$ cat config.mk
export PLATFORM = sky130hd
export DESIGN_NAME = cls_argmin_ctrl
export DESIGN_NICKNAME = d
export VERILOG_FILES = /design/src/rtl/cls_argmin_ctrl.sv
export SDC_FILE = /design/constraint.sdc
export NUM_CORES = 1
export LEC_CHECK = 0
export BUFFER_PORTS_ARGS = -buffer_cell sky130_fd_sc_hd__buf_2
export CORE_MARGIN = 2
export CORE_UTILIZATION = 45
export CTS_CLUSTER_SIZE = 25
export DETAILED_ROUTE_END_ITERATION = 7
export PLACE_DENSITY = 0.82
export RECOVER_POWER = 25
export SYNTH_ARGS = -nofsm -noshare
export SYNTH_HDL_FRONTEND = slang
export SYNTH_SLANG_ARGS = --single-unit
export TNS_END_PERCENT = 5
$ cat constraint.sdc
create_clock -name clk -period 2.9 [get_ports clk]
set_input_delay 0.435 -clock clk [delete_from_list [all_inputs] [get_ports clk]]
set_output_delay 0.435 -clock clk [all_outputs]
set_load 0.005 [all_outputs]
$ cat src/rtl/cls_argmin_ctrl.sv
// Streaming argmin over CLS_NUM class distances, LANES per beat, with start/abort/result handshake.
// Optional res_dist output enabled by defining CLS_ARGMIN_DIST_OUT_EN.
`ifndef DIM
`define DIM 1024
`endif
`ifndef CLS_NUM
`define CLS_NUM 16
`endif
`ifndef CLS_DW
`define CLS_DW 4
`endif

module cls_argmin_ctrl #(
    parameter int LANES = 4,
    localparam int DW = $clog2(`DIM) + 1,
    localparam int IW = `CLS_DW
) (
    input  logic                dist_valid,
    input  logic                clk,
    input  logic                rst_n,
    input  logic                start,
    input  logic                abort,
    output logic                busy,
    output logic                dist_ready,
    input  logic [LANES*DW-1:0] dist_data,
    output logic                res_valid,
    input  logic                res_ready,
`ifdef CLS_ARGMIN_DIST_OUT_EN
    output logic [DW-1:0]       res_dist,
`endif
    output logic [IW-1:0]       res_index
);

    localparam int BEATS = `CLS_NUM / LANES;
    localparam int CW    = (BEATS > 1) ? $clog2(BEATS) : 1;
    localparam int LW    = (LANES > 1) ? $clog2(LANES) : 1;

    localparam logic [1:0] S_IDLE = 2'd0;
    localparam logic [1:0] S_SCAN = 2'd1;
    localparam logic [1:0] S_DONE = 2'd2;

    logic [1:0]    state_q, state_d;
    logic [CW-1:0] beat_cnt_q, beat_cnt_d;
    logic [DW-1:0] best_dist_q, best_dist_d;
    logic [IW-1:0] best_idx_q, best_idx_d;

    logic [DW-1:0] lane_min;
    logic [LW-1:0] lane_idx;
    logic [IW-1:0] cand_idx;

    // Strict < keeps the lowest lane on ties.
    always_comb begin
        lane_min = dist_data[DW-1:0];
        lane_idx = '0;
        for (int unsigned i = 1; i < LANES; i++) begin
            if (dist_data[i*DW +: DW] < lane_min) begin
                lane_min = dist_data[i*DW +: DW];
                lane_idx = LW'(i);
            end
        end
        cand_idx = IW'(beat_cnt_q) * IW'(LANES) + IW'(lane_idx);
    end

    always_comb begin
        state_d     = state_q;
        beat_cnt_d  = beat_cnt_q;
        best_dist_d = best_dist_q;
        best_idx_d  = best_idx_q;
        case (state_q)
            S_IDLE: begin
                if (start) begin
                    state_d     = S_SCAN;
                    beat_cnt_d  = '0;
                    best_dist_d = '1;
                    best_idx_d  = '0;
                end
            end
            S_SCAN: begin
                // Abort takes priority over any beat presented in the same cycle.
                if (abort) begin
                    state_d = S_IDLE;
                end else if (dist_valid) begin
                    if (lane_min < best_dist_q) begin
                        best_dist_d = lane_min;
                        best_idx_d  = cand_idx;
                    end
                    if (beat_cnt_q == CW'(BEATS - 1)) begin
                        state_d = S_DONE;
                    end else begin
                        beat_cnt_d = beat_cnt_q + 1'b1;
                    end
                end
            end
            S_DONE: begin
                if (res_ready) state_d = S_IDLE;
            end
            default: state_d = S_IDLE;
        endcase
    end

    always_ff @(posedge clk or negedge rst_n) begin
        if (!rst_n) begin
            state_q     <= S_IDLE;
            beat_cnt_q  <= '0;
            best_dist_q <= '0;
            best_idx_q  <= '0;
        end else begin
            state_q     <= state_d;
            beat_cnt_q  <= beat_cnt_d;
            best_dist_q <= best_dist_d;
            best_idx_q  <= best_idx_d;
        end
    end

    assign busy       = (state_q != S_IDLE);
    assign dist_ready = (state_q == S_SCAN);
    assign res_valid  = (state_q == S_DONE);
    assign res_index  = best_idx_q;
`ifdef CLS_ARGMIN_DIST_OUT_EN
    assign res_dist   = best_dist_q;
`endif

endmodule

==> impl_metrics.csv <==
group,metric,value,unit
status,status,"finished with violations",
status,failed_checks,"setup timing",
setup_path,r2r_end,"res_index[1]",
detailed_routing,antenna_left,0,
sta,period_share,2.78,
detailed_routing,drt-wirelength-per-cell,21.8,µm
power,power.leakage,2.08,nW
floorplan,chipHeight,76.5,µm
logic_synthesis,synth_area_leader_cell,"ha_1",
setup_path,critPathLaunchType,"input pin",
cells_and_area,ff_latch_area,475,µm²
global_routing,antenna_found_initial,0,
power,p_seq_frac,0.161,
detailed_routing,drtPass1Iterations,5,
cells_and_area,drive_gt1_frac,0.576,
power,switching_power,1.32,mW
power,p_per_area,702,mW/mm²
setup_path,cp-startpoint,"dist_data[15]",
detailed_routing,postRouteWirelength,11.2,mm
floorplan,num_rows,26,
logic_synthesis,syn-mean-instance-area,8.06,µm²
power,ir_drop,537,µV
setup_path,cp.depth,39,
clocking,clk_pin_slew,0.07,ns
placement,dp.cells,490,
cells_and_area,syn2layout_area_growth,74.4,%
setup_path,critical_path_arrival,8.25,ns
setup_path,crit_family,"compound AO/OA/AOI/OAI gates",
logic_synthesis,postSynthCellCount,293,
floorplan,start_util,0.465,
clocking,clockBufferDepth,2,
sta,slew_violations,0,
detailed_routing,vias,3203,
cells_and_area,layout_common_cells,"85 x buf_4, 54 x buf_2, 43 x inv_1, 22 x ha_1, 19 x dfrtp_1",
logic_synthesis,ys_ff_latch,19,
power,total_power,2.89,mW
setup_path,crit_required,3.08,ns
cells_and_area,num_antenna_cells,0,
sta,hold_ws,0.350,ns
detailed_routing,via_per_inst,6.27,
sta,maxSlewHeadroom,0.274,
clocking,cts_buffers,3,
logic_synthesis,synthDistinctLibCells,46,
clocking,holdBufCountCts,0,
logic_synthesis,yosys_warnings,0,
power,p_int,1.58,mW
power,switching_share,0.455,
setup_path,slowest_delay,0.44,ns
setup_path,path_buf_inv,8,
logic_synthesis,ys.flop_type,"dfrtp_1",
power,clkPwrFrac,0.067,
logic_synthesis,synth_top_area_share,0.212,
logic_synthesis,synth_edf_count,0,
sta,rsz0062_at_grt,"yes",
placement,dp_hpwl,5.65,mm
sta,max_freq,0.124,GHz
global_routing,grt_max_degree,20,
cells_and_area,final_nets,532,
floorplan,ios,57,
floorplan,die_area,0.00585,mm²
cells_and_area,final_common_cell,"buf_4",
setup_path,cp_max_fo,7,
run,max_cap_violations,0,
setup_path,r2r_start,"best_dist_q[4]",
clocking,clkLatencyLatePin,0.26,ns
power,power_frac_comb,0.772,
placement,gp_congestion,0.934,
sta,setup_ws,-5.17,ns
detailed_routing,drc,0,
global_routing,gr-usage-all-layers,0.339,
clocking,numClockSinks,19,
global_routing,grt_pass1_vias,3233,
floorplan,coreArea,0.00507,mm²
setup_path,critical_path_class,"in -> reg",
sta,tightestPinTransition,1.09,ns
logic_synthesis,synth_nets,383,
global_routing,overflow,0,
sta,fin_skew,0.00203,ns
sta,hold_viol,0,
setup_path,crit_path_end,"res_index[1]",
logic_synthesis,synthArstFlopShare,1.00,
clocking,tritoncts,"built",
setup_path,r2r_setup_slack,-0.05,ns
logic_synthesis,ys_top_cells_by_area,"ha_1 21%, dfrtp_1 20%, inv_1 8.3%, a21oi_1 7.8%, mux2i_1 4.7%",
sta,setup_tns,-77.09,ns
cells_and_area,multiInputGateArea,0.00221,mm²
logic_synthesis,syn-cell-area,0.00236,mm²
cells_and_area,n_fill_cell,277,
hold_path,hold_path_class,"in -> async",
global_routing,grt_pass1_wl,15.9,mm
placement,port_buffers,56,
placement,pre_cts_ws,-4.78,ns
setup_path,r2r_cells,13,
logic_synthesis,synth.yosys.seq_area_share,0.201,
setup_path,critPathSlowestCell,"or4_4",
clocking,cts_root_buf,"clkbuf_8",
floorplan,die_w,76.5,µm
sta,setup_violations,15,
sta,fin_crit,8.07,ns
setup_path,worst_setup_path_end_kind,"register",
clocking,htreeDepth,1,
cells_and_area,fin_cells,511,
detailed_routing,drt_iter0_markers,380,
==> final cells by class <==
| class | instances | area share |
|---|---|---|
| tap | 70 | 0.0213 |
| sequential | 19 | 0.115 |
| timing repair buffer | 152 | 0.267 |
| clock buffer | 4 | 0.0109 |
| multi-input combinational | 214 | 0.536 |
| inverter | 52 | 0.0492 |
==> worst min path at each step <==
stage	startpoint	slack [ns]	cells after the start	endpoint
after floorplan	rst_n	0.14	0	beat_cnt_q[0]
after global placement	rst_n	0.39	1	best_dist_q[8]
after detailed placement	rst_n	0.40	1	best_dist_q[7]
after CTS	rst_n	0.12	1	best_dist_q[10]
after global routing	rst_n	0.43	1	res_index[2]
final	rst_n	0.35	1	res_index[2]
==> metrics by stage <==
step                utilization  cell area, µm²
floorplan                     -            2650
global placement          0.698            3540
detailed placement        0.698            3540
CTS                       0.778            3950
global route              0.812            4120
finish                    0.812            4120
==> layer usage <==
| metal | global-route usage | up-vias | routed length, µm |
|---|---|---|---|
| met5 | 0 | - | 0 |
| met4 | 0.189 | 0 | 974 |
| met3 | 0.0592 | 111 | 975 |
| met2 | 0.585 | 293 | 5140 |
| met1 | 0.398 | 1462 | 4070 |
| li1 | - | 1337 | - |
==> synth_stat cells, types with 4 or more instances <==
cell type,n
ha_1,40
mux2i_1,11
nor2_1,26
dfrtp_1,19
nand2b_1,4
nand3_1,4
o2bb2ai_1,4
a2bb2oi_1,4
a21o_1,8
nand2_1,20
inv_1,52
o21ai_0,7
a2bb2oi_2,6
a21oi_1,37
==> kinds of logic (layout without fill, tap and decap cells) <==
logic type | after synthesis | in the layout | share of synthesized area
mux | 15 | 15 | 0.0657
flops | 19 | 19 | 0.201
simple gates | 71 | 71 | 0.145
fa+ha+maj | 40 | 40 | 0.212
buf+inv | 60 | 208 | 0.105
compound gates | 88 | 88 | 0.271
==> flip-flops by register name, indices dropped and copies added, names as in the netlist <==
name,cells
best_dist_q,11
state_q,2
beat_cnt_q,2
res_index,4
==> power by group through the flow <==
stage	clock (mW)	combinational [mW]	sequential, mW
after floorplan	0	1.03	0.443
after global placement	0	1.53	0.450
after detailed placement	0	1.61	0.458
after CTS	0.190	1.86	0.456
after global routing	0.203	2.33	0.474
final	0.193	2.23	0.467
==> what timing repair did <==
action,4_1_cts,5_1_grt
setup endpoints to repair,15,15
pin swaps,19,16
cloned,2,1
setup buffers,12,2
gates resized for setup,47,27
No activity file was read; power rests on OpenSTA's default activity.
